==> config.mk <==
export PLATFORM = sky130hd
export DESIGN_NAME = servo_pwm_multi
export DESIGN_NICKNAME = d
export VERILOG_FILES = /design/src/rtl/servo_pkg.sv /design/src/rtl/servo_pwm_ch.sv /design/src/rtl/servo_pwm_multi.sv
export SDC_FILE = /design/constraint.sdc
export NUM_CORES = 1
export LEC_CHECK = 0
export CAP_MARGIN = 20
export CORE_ASPECT_RATIO = 1.1
export CORE_MARGIN = 3
export CORE_UTILIZATION = 45
export DETAILED_ROUTE_END_ITERATION = 10
export HOLD_SLACK_MARGIN = 0.02
export PLACE_DENSITY_LB_ADDON = 0.1
export SLEW_MARGIN = 20
export SYNTH_ARGS = -nofsm -noshare
export SYNTH_HDL_FRONTEND = slang
export SYNTH_SLANG_ARGS = --single-unit
==> constraint.sdc <==
create_clock -name i_clk -period 9.4 [get_ports i_clk]
set_clock_uncertainty 0.05 [all_clocks]
set_input_delay 1.41 -clock i_clk [delete_from_list [all_inputs] [get_ports i_clk]]
set_output_delay 1.41 -clock i_clk [all_outputs]
set_load 0.01 [all_outputs]
==> src/rtl/servo_pkg.sv <==
// Shared defaults, types and helpers for the multi-channel servo PWM block.
// Optional feature macro used by this slice: SERVO_SLEW_EN (frame-by-frame slew limiting).
package servo_pkg;

  localparam int unsigned CLK_FREQ_DEF  = 100_000_000;
  localparam int unsigned PERIOD_US_DEF = 20_000;
  localparam int unsigned ANGLE_W_DEF   = 8;

  // Microsecond counter width for the default frame length; one spare bit keeps
  // the width arithmetic free of overflow.
  localparam int unsigned US_W = $clog2(PERIOD_US_DEF) + 1;

  typedef logic [ANGLE_W_DEF-1:0] angle_t;

  // Pulse width in microseconds for a given angle code.
  function automatic int unsigned width_of(input int unsigned angle,
                                           input int unsigned min_us,
                                           input int unsigned us_per_lsb);
    return min_us + angle * us_per_lsb;
  endfunction

endpackage

==> src/rtl/servo_pwm_ch.sv <==
// One servo channel: shadow/active angle registers and the width comparator.
// With SERVO_SLEW_EN defined the active angle walks toward the shadow angle by
// at most SLEW_STEP codes per frame; otherwise it copies the shadow directly.
module servo_pwm_ch #(
  parameter int unsigned ANGLE_W       = 8,
  parameter int unsigned ANGLE_MAX     = 200,
  parameter int unsigned MIN_US        = 500,
  parameter int unsigned US_PER_LSB    = 10,
  parameter int unsigned DEFAULT_ANGLE = 100,
`ifdef SERVO_SLEW_EN
  parameter int unsigned SLEW_STEP     = 4,
`endif
  parameter int unsigned CNT_W         = 16
) (
  input  logic               i_clk,
  input  logic               i_rst_n,
  input  logic               i_wr_en,
  input  logic [ANGLE_W-1:0] i_wr_angle,
  input  logic               i_load,
  input  logic               i_run,
  input  logic [CNT_W-1:0]   i_us_cnt,
  output logic               o_servo
);

  localparam logic [ANGLE_W-1:0] AMAX = ANGLE_W'(ANGLE_MAX);
  localparam logic [ANGLE_W-1:0] ADEF = ANGLE_W'(DEFAULT_ANGLE);
`ifdef SERVO_SLEW_EN
  localparam logic [ANGLE_W-1:0] STEP = ANGLE_W'(SLEW_STEP);
`endif

  logic [ANGLE_W-1:0] shadow_q, shadow_d;
  logic [ANGLE_W-1:0] active_q, active_d;
  logic [CNT_W-1:0]   width_s;
  logic               servo_q, servo_d;

  // Next-state for shadow (clamped write), active (frame load) and the output bit.
  always_comb begin
    shadow_d = shadow_q;
    active_d = active_q;
    servo_d  = 1'b0;

    if (i_wr_en) begin
      shadow_d = (i_wr_angle > AMAX) ? AMAX : i_wr_angle;
    end else begin
      shadow_d = shadow_q;
    end

    // The load sees the pre-write shadow value, so a write in the load cycle
    // lands one frame later.
    if (i_load) begin
`ifdef SERVO_SLEW_EN
      if (shadow_q > active_q) begin
        active_d = ((shadow_q - active_q) > STEP) ? (active_q + STEP) : shadow_q;
      end else if (shadow_q < active_q) begin
        active_d = ((active_q - shadow_q) > STEP) ? (active_q - STEP) : shadow_q;
      end else begin
        active_d = active_q;
      end
`else
      active_d = shadow_q;
`endif
    end else begin
      active_d = active_q;
    end

    width_s = CNT_W'(MIN_US) + CNT_W'(active_q) * CNT_W'(US_PER_LSB);

    if (i_run) begin
      servo_d = (i_us_cnt < width_s);
    end else begin
      servo_d = 1'b0;
    end
  end

  // Channel state registers with asynchronous reset to the default angle.
  always_ff @(posedge i_clk or negedge i_rst_n) begin
    if (!i_rst_n) begin
      shadow_q <= ADEF;
      active_q <= ADEF;
      servo_q  <= 1'b0;
    end else begin
      shadow_q <= shadow_d;
      active_q <= active_d;
      servo_q  <= servo_d;
    end
  end

  assign o_servo = servo_q;

endmodule

==> src/rtl/servo_pwm_multi.sv <==
// Multi-channel hobby-servo PWM generator with a shared frame period.
// Holds the microsecond prescaler, the frame counter and the write decode;
// per-channel logic lives in servo_pwm_ch. Optional macro: SERVO_SLEW_EN.
module servo_pwm_multi
  import servo_pkg::*;
#(
  parameter int unsigned CLK_FREQ      = CLK_FREQ_DEF,
  parameter int unsigned N_CH          = 4,
  parameter int unsigned ANGLE_W       = ANGLE_W_DEF,
  parameter int unsigned ANGLE_MAX     = 200,
  parameter int unsigned MIN_US        = 500,
  parameter int unsigned US_PER_LSB    = 10,
  parameter int unsigned PERIOD_US     = PERIOD_US_DEF,
  parameter int unsigned DEFAULT_ANGLE = 100,
  parameter int unsigned SLEW_STEP     = 4
) (
  input  logic                                       i_clk,
  input  logic                                       i_rst_n,
  input  logic                                       i_wr_en,
  input  logic [((N_CH > 1) ? $clog2(N_CH) : 1)-1:0] i_wr_ch,
  input  logic [ANGLE_W-1:0]                         i_wr_angle,
  output logic [N_CH-1:0]                            o_servo,
  output logic                                       o_frame_start,
  output logic                                       o_wr_err
);

  localparam int unsigned CH_W    = (N_CH > 1) ? $clog2(N_CH) : 1;
  localparam int unsigned PRE_MAX = CLK_FREQ / 1_000_000 - 1;
  localparam int unsigned PRE_W   = (PRE_MAX > 0) ? $clog2(PRE_MAX + 1) : 1;
  localparam int unsigned CNT_W   = $clog2(PERIOD_US) + 1;

  if ((CLK_FREQ % 1_000_000) != 0 || CLK_FREQ == 0 || N_CH < 1 || N_CH > 16 ||
      SLEW_STEP < 1 || width_of(ANGLE_MAX, MIN_US, US_PER_LSB) >= PERIOD_US) begin : g_param_err
    $error("servo_pwm_multi: illegal parameter set");
  end

  logic [PRE_W-1:0] pre_q, pre_d;
  logic [CNT_W-1:0] us_cnt_q, us_cnt_d;
  logic             run_q, run_d;
  logic             load_q, load_d;
  logic             err_q, err_d;
  logic             us_tick_s;
  logic             ch_valid_s;

  // Prescaler, frame counter and write-error decode. Until the first tick the
  // counter is held and outputs stay low, so the first tick starts frame 0.
  always_comb begin
    us_tick_s  = (pre_q == PRE_W'(PRE_MAX));
    pre_d      = pre_q;
    us_cnt_d   = us_cnt_q;
    run_d      = run_q;
    load_d     = 1'b0;
    ch_valid_s = (32'(i_wr_ch) < N_CH);

    if (us_tick_s) begin
      pre_d = '0;
      if (!run_q) begin
        run_d    = 1'b1;
        us_cnt_d = '0;
        load_d   = 1'b1;
      end else if (us_cnt_q == CNT_W'(PERIOD_US - 1)) begin
        us_cnt_d = '0;
        load_d   = 1'b1;
      end else begin
        us_cnt_d = us_cnt_q + CNT_W'(1);
      end
    end else begin
      pre_d = pre_q + PRE_W'(1);
    end

    err_d = i_wr_en && !ch_valid_s;
  end

  // Timebase registers; load_q is the frame_load pulse seen as o_frame_start.
  always_ff @(posedge i_clk or negedge i_rst_n) begin
    if (!i_rst_n) begin
      pre_q    <= '0;
      us_cnt_q <= '0;
      run_q    <= 1'b0;
      load_q   <= 1'b0;
      err_q    <= 1'b0;
    end else begin
      pre_q    <= pre_d;
      us_cnt_q <= us_cnt_d;
      run_q    <= run_d;
      load_q   <= load_d;
      err_q    <= err_d;
    end
  end

  for (genvar k = 0; k < int'(N_CH); k++) begin : g_ch
    servo_pwm_ch #(
      .ANGLE_W       (ANGLE_W),
      .ANGLE_MAX     (ANGLE_MAX),
      .MIN_US        (MIN_US),
      .US_PER_LSB    (US_PER_LSB),
      .DEFAULT_ANGLE (DEFAULT_ANGLE),
`ifdef SERVO_SLEW_EN
      .SLEW_STEP     (SLEW_STEP),
`endif
      .CNT_W         (CNT_W)
    ) u_ch (
      .i_clk      (i_clk),
      .i_rst_n    (i_rst_n),
      .i_wr_en    (i_wr_en && ch_valid_s && (i_wr_ch == CH_W'(k))),
      .i_wr_angle (i_wr_angle),
      .i_load     (load_q),
      .i_run      (run_q),
      .i_us_cnt   (us_cnt_q),
      .o_servo    (o_servo[k])
    );
  end

  assign o_frame_start = load_q;
  assign o_wr_err      = err_q;

endmodule
[After elaboration in Yosys (flattened, before gate mapping)]
Index checks and enable logic that the tools add are counted.
Storage, ports and cells
  register bits: 93
  bits of input ports: 13
  output and inout port bits: 6
  word-level logic and storage cells: 52
Cells by class
  $add $sub $neg: 6
  $mul: 4
  magnitude comparators: 5
  equality and inequality tests: 5
  muxes and demuxes: 11
  reduce and logical (&&, ||, !) cells: 5
Operators by type and width (count)
  $lt A16 B16 Y1: 4
  $add A9 B12 Y13 const A: 4
  $mul A8 B3 Y11 const B: 4
  $mux W16: 2
  $add A16 B1 Y16 const B: 1
  $eq A16 B15 Y1 const B: 1
  $gt A8 B8 Y1 const B: 1
  $mux W8: 1
  $add A7 B1 Y7 const B: 1
  $eq A7 B7 Y1 const B: 1
  $mux W1: 7
  $mux W7: 1
  $eq A2 B2 Y1 const B: 2
  $logic_and A1 B1 Y1: 4
  $eq A2 B1 Y1 const B: 1
  $logic_not A2 Y1: 1

[Depth between registers and ports, before layout]
  word-level depth: 4
  gate-level depth with buffers: 17
  gate-level depth less buffers: 17

[Hierarchy]
A second synthesis with hierarchy kept.
Unflattened totals
  cell total of the unflattened synthesis: 707
  area, all modules: 6900.4 µm²
By module, submodules not included
  servo_pwm_ch (g_ch[1].u_ch ...): times used 2, cells an instance 143, area each 1411.4 µm², sequential area each 432.9 µm²
  servo_pwm_ch (g_ch[0].u_ch): times used 1, cells an instance 145, area each 1415.1 µm², sequential area each 432.9 µm²
  servo_pwm_ch (g_ch[2].u_ch): times used 1, cells an instance 144, area each 1408.9 µm², sequential area each 432.9 µm²
  servo_pwm_multi: times used 1, cells an instance 132, area each 1253.7 µm², sequential area each 625.6 µm²

[Least setup slack after synthesis]
No wires, ideal clock.
  path type: flip-flop to flip-flop
  from: register g_ch[2].u_ch.active_q[1]
  to: register g_ch[2].u_ch.servo_q
  setup time: 82 ps
  data arrival time: 3183 ps
  required time: 9268 ps
  slack: 6085 ps
  cell stages (with the launch flop): 16
  path buffers: 0
  period minus slack after synthesis: 3315 ps
  cells stage by stage: dfrtp_1 -> ha_1 -> ha_1 -> inv_1 -> fa_1 -> xnor2_1 -> a211o_2 -> or4_1 -> nand2_1 -> ha_1 -> a21o_1 -> a21oi_1 -> nor2b_1 -> o21ai_0 -> nand2_1 -> a31oi_1
Between the ends
  word-level cells in the longest chain between the ends: 4
Ends and longest elaborated chain
  from (decl): line servo_pwm_ch.sv:32  | logic [ANGLE_W-1:0] active_q, active_d;
  from (signal assigned): line servo_pwm_ch.sv:83  | active_q <= active_d;
  $mul A8 B3 Y11: line servo_pwm_ch.sv:66  | width_s = CNT_W'(MIN_US) + CNT_W'(active_q) * CNT_W'(US_PER_LSB);
  $add A9 B12 Y13: line servo_pwm_ch.sv:66
  $lt A16 B16 Y1: line servo_pwm_ch.sv:69  | servo_d = (i_us_cnt < width_s);
  $mux W1: line servo_pwm_ch.sv:68  | if (i_run) begin
  via g_ch[2].u_ch.servo_d: line servo_pwm_ch.sv:34  | logic servo_q, servo_d;
  to (signal assigned): line servo_pwm_ch.sv:84  | servo_q <= servo_d;
  to (decl): line servo_pwm_ch.sv:34
The timed path passes the listed nets, and every way through them passes these cells.
A chain may end at the register's enable or synchronous reset.

[Worst setup path after layout]
  from: register g_ch[0].u_ch.active_q[1]
  to: register g_ch[0].u_ch.servo_q
Between the ends
  word-level cells in the longest chain between the ends: 4
Ends and longest elaborated chain (line)
  from (decl): servo_pwm_ch.sv:32
  from (signal assigned): servo_pwm_ch.sv:83
  $mul A8 B3 Y11: servo_pwm_ch.sv:66
  $add A9 B12 Y13: servo_pwm_ch.sv:66
  $lt A16 B16 Y1: servo_pwm_ch.sv:69
  $mux W1: servo_pwm_ch.sv:68
  via g_ch[0].u_ch.servo_d: servo_pwm_ch.sv:34
  to (signal assigned): servo_pwm_ch.sv:84
  to (decl): servo_pwm_ch.sv:34
The timed path passes the listed nets, and every way through them passes these cells.

==> metrics.txt <==
Largest stage delay, worst path 0.47 ns; arrival time reported for the critical path endpoint 3.78 ns; number of setup buffers added after CTS 0; static power due to leakage 3.64 nW; largest vdd supply drop 0.000122 V; routed wl met2 6570 um; internal cell power 0.681 mW; category of the most critical setup path register to register; count of buffers inserted at the top-level ports 17; total inserted antenna cells 0; multi-input logic area 4000 um2; number of clock buffers inserted by TritonCTS 9; Max-Cap Viols 0; setup slack, reg-to-reg 5.84 ns; clock period minus worst slack 3.56 ns; die width 121 um; routed metal-1 wire length 6500 um; total negative setup slack 0 ns; number of global-route vias before repair 4724; router iterations before antenna repair 4; clock tree root driver cell clkbuf_16; Post-Syn Instances 667; post-route total power 0.884 mW; Reg clk slew, reported paths 0.07 ns; Sequential Power Share 50.3%; crit start category register; power per unit of standard cell area 123 nW/um2; total wire length after detailed routing 13700 um; effective utilization at floorplan 46.7%; switching share of power 23.0%; Congestion Overflow GR 0; maximum number of pins on one net before global-route repair 62; vertical die dimension 133 um; standard-cell row count 45; count of nets after finishing 794; cell depth of the worst flop-to-flop path 16; sequence of cells on the critical path ha_1 > ha_1 > inv_1 > fa_1 > nand2b_1 > a21oi_1 > a21oi_1 > or4_1 > nand2_1 > ha_1 > a21o_1 > a21oi_1 > nor2b_1 > o21ai_0 > nand2_1 > a31oi_1; power share of the clock group 45.0%; flip-flop and latch area 2360 um2; total global-route track usage 18.1%; endpoint of the worst setup timing path g_ch[0].u_ch.o_servo$_DFF_PN0_; Post-DP HPWL 10300 um; synthesized area 6550 um2; routed length on met3 415 um; share of synthesized registers carrying an async set or reset 100%; capturing point of the worst reg2reg path g_ch[0].u_ch.o_servo$_DFF_PN0_; number of antenna violations at the first check in global routing 0; synth-to-layout area growth 9.99%; number of max-slew violations in the final report 0; number of library cell types mapped by synthesis 46; Least-Margin Pin Slew 0.791 ns; clock tree from TritonCTS done; DRC 0; core occupancy in the finished layout 51.4%; post_cts resized 0; setup repair after global routing missed its margin no; path type of the worst min-delay path register to register; clock insertion delay at the later pin of the skew report 0.35 ns; count of final setup violators 0; total count of hold-check failures in the final report 0; number of H-tree levels 3; First DRT Iteration DRCs 232; pre-CTS worst setup slack 5.86 ns; EDFF count, synth 0; ratio of cells with drive above 1 in the final layout 13.0%; weighted congestion at the end of routability-driven global placement 0.812; worst slew margin relative to its limit 47.1%; sequential cell area fraction in the yosys report 36.0%; category of the worst setup path capture point register; clock tree sinks 93; via count of the routed design 4757; uppermost signal routing layer after detailed routing met4; Logic pwr share 4.7%; floorplan die area 16000 um2; FF-to-FF Start g_ch[0].u_ch.active_q[1]$_DFFE_PN0P_; critical path launch point g_ch[0].u_ch.active_q[1]$_DFFE_PN0P_; Crit path required time 9.62 ns; wire length of the first global-routing pass 23200 um; dominant register cell in the synthesized netlist dfrtp_1; number of inserted filler cells in the final layout 1270; synthesized area per cell 9.82 um2; register bit total from synthesis 93; CTS hold repair buffers 0; run status finished, final reports clean; Final period util 37.8%; highest-delay cell along the critical path or4_1; area of the core 14000 um2; power spent charging and discharging nets 0.203 mW; number of routed nets with antenna violations 0; CP max FO 6; number of primary I/O pins 19; maximum frequency from static timing analysis 281 MHz; min setup slack post-route 5.84 ns; post-detailed-route wirelength per cell 15.7 um; Bufs on Longest Clock Path 2; vias per cell 5.46; number of warnings printed during yosys synthesis 0
==> sequential cells by signal (all words and copies together), names as in the netlist <==
signal / count
g_ch.u_ch.shadow_q: 32
g_ch.u_ch.o_servo: 4
o_frame_start: 1
run_q: 1
us_cnt_q: 16
g_ch.u_ch.active_q: 32
pre_q: 7
==> critical path, delay by kind of cell, from the launching register on <==
family                     cells  cell delay (ns)
DFF                            1             0.44
AOI/OAI and AO/OA              6             0.90
and+or+nand+nor                5             0.86
adders and majority gates      4             1.14
buffers and inverters          1             0.07
==> worst min path at each step <==
stage                                   from  slack [ns]  cells after the start                 end
after CTS                 pre_q[0]$_DFF_PN0_        0.42                      1  pre_q[0]$_DFF_PN0_
after detailed placement  pre_q[0]$_DFF_PN0_        0.41                      1  pre_q[0]$_DFF_PN0_
after global placement    pre_q[0]$_DFF_PN0_        0.40                      1  pre_q[0]$_DFF_PN0_
after global routing      pre_q[0]$_DFF_PN0_        0.45                      1  pre_q[0]$_DFF_PN0_
after floorplan           pre_q[0]$_DFF_PN0_        0.38                      1  pre_q[0]$_DFF_PN0_
final                     pre_q[0]$_DFF_PN0_        0.42                      1  pre_q[0]$_DFF_PN0_
==> layout by cell type (no fill, tap or decap), drive strengths merged, types with 18 or more instances in the layout <==
cell and n:
dfrtp 69, xor2 19, xnor2 30, ha 98, mux2 40, nand2 66, inv 31, a21oi 41
a21o 18, o21ai 63, dfstp 24, nand3 20, nor2 31
==> per-stage QoR <==
| step | instances | instance area, um2 | hold WS [ns] |
|---|---|---|---|
| after CTS | 872 | 7210 | 0.420 |
| after global routing | 872 | 7210 | 0.448 |
| after floorplan | 670 | 6560 | 0.383 |
| after global placement | 856 | 6880 | 0.396 |
| final | 872 | 7210 | 0.416 |
| after detailed placement | 856 | 6880 | 0.410 |
==> per-layer routing <==
| metal | GRT usage, % | vias up |
|---|---|---|
| met1 | 24.1 | 2294 |
| met2 | 30.3 | 55 |
| met3 | 2.48 | 12 |
| met4 | 5.86 | 0 |
| li1 | - | 2396 |
| met5 | 0 | - |
==> layout make-up <==
type	instances	area share, %
inverter	30	1.56
clock inverter	7	1.37
multi-input combinational	526	55.4
clock buffer	9	3.13
timing repair buffer	19	2.53
tap	188	3.26
sequential	93	32.7
==> power by group through the flow <==
stage	logic, mW	clock network [mW]	registers [mW]
floorplan	0.0227	0	0.444
global placement	0.0411	0	0.450
detailed placement	0.0427	0	0.452
CTS	0.0429	0.410	0.444
global route	0.0486	0.424	0.447
finish	0.0415	0.398	0.445
==> kinds of logic (layout without fill, tap and decap cells) <==
logic type | Yosys count | in the layout | synth area share (%)
mux | 40 | 40 | 6.87
xor+xnor | 49 | 49 | 6.55
buf+inv | 51 | 65 | 3.23
simple gates | 174 | 174 | 13.1
compound gates | 156 | 156 | 14.3
fa+ha+maj | 102 | 102 | 19.9
flops | 93 | 93 | 36.0
other cells | 2 | 5 | 0.115
==> Yosys cell counts, types with 5 or more instances <==
cell type	n	share of area [%]
or3_1	8	0.76
dfstp_2	24	9.6
xor2_1	19	2.5
nor2b_1	7	0.67
clkbuf_1	12	0.69
a21oi_1	39	3.0
dfrtp_1	69	26
inv_1	30	1.7
buf_4	5	0.57
nand2_1	66	3.8
xnor2_1	30	4.0
a21o_1	18	2.1
o31ai_1	7	0.80
ha_1	98	19
mux2_2	40	6.9
or4_1	5	0.57
nor2_1	31	1.8
o21ai_0	63	4.8
nand3_1	20	1.5
nand2b_1	15	1.4
No activity file was read; power rests on OpenSTA's default activity.
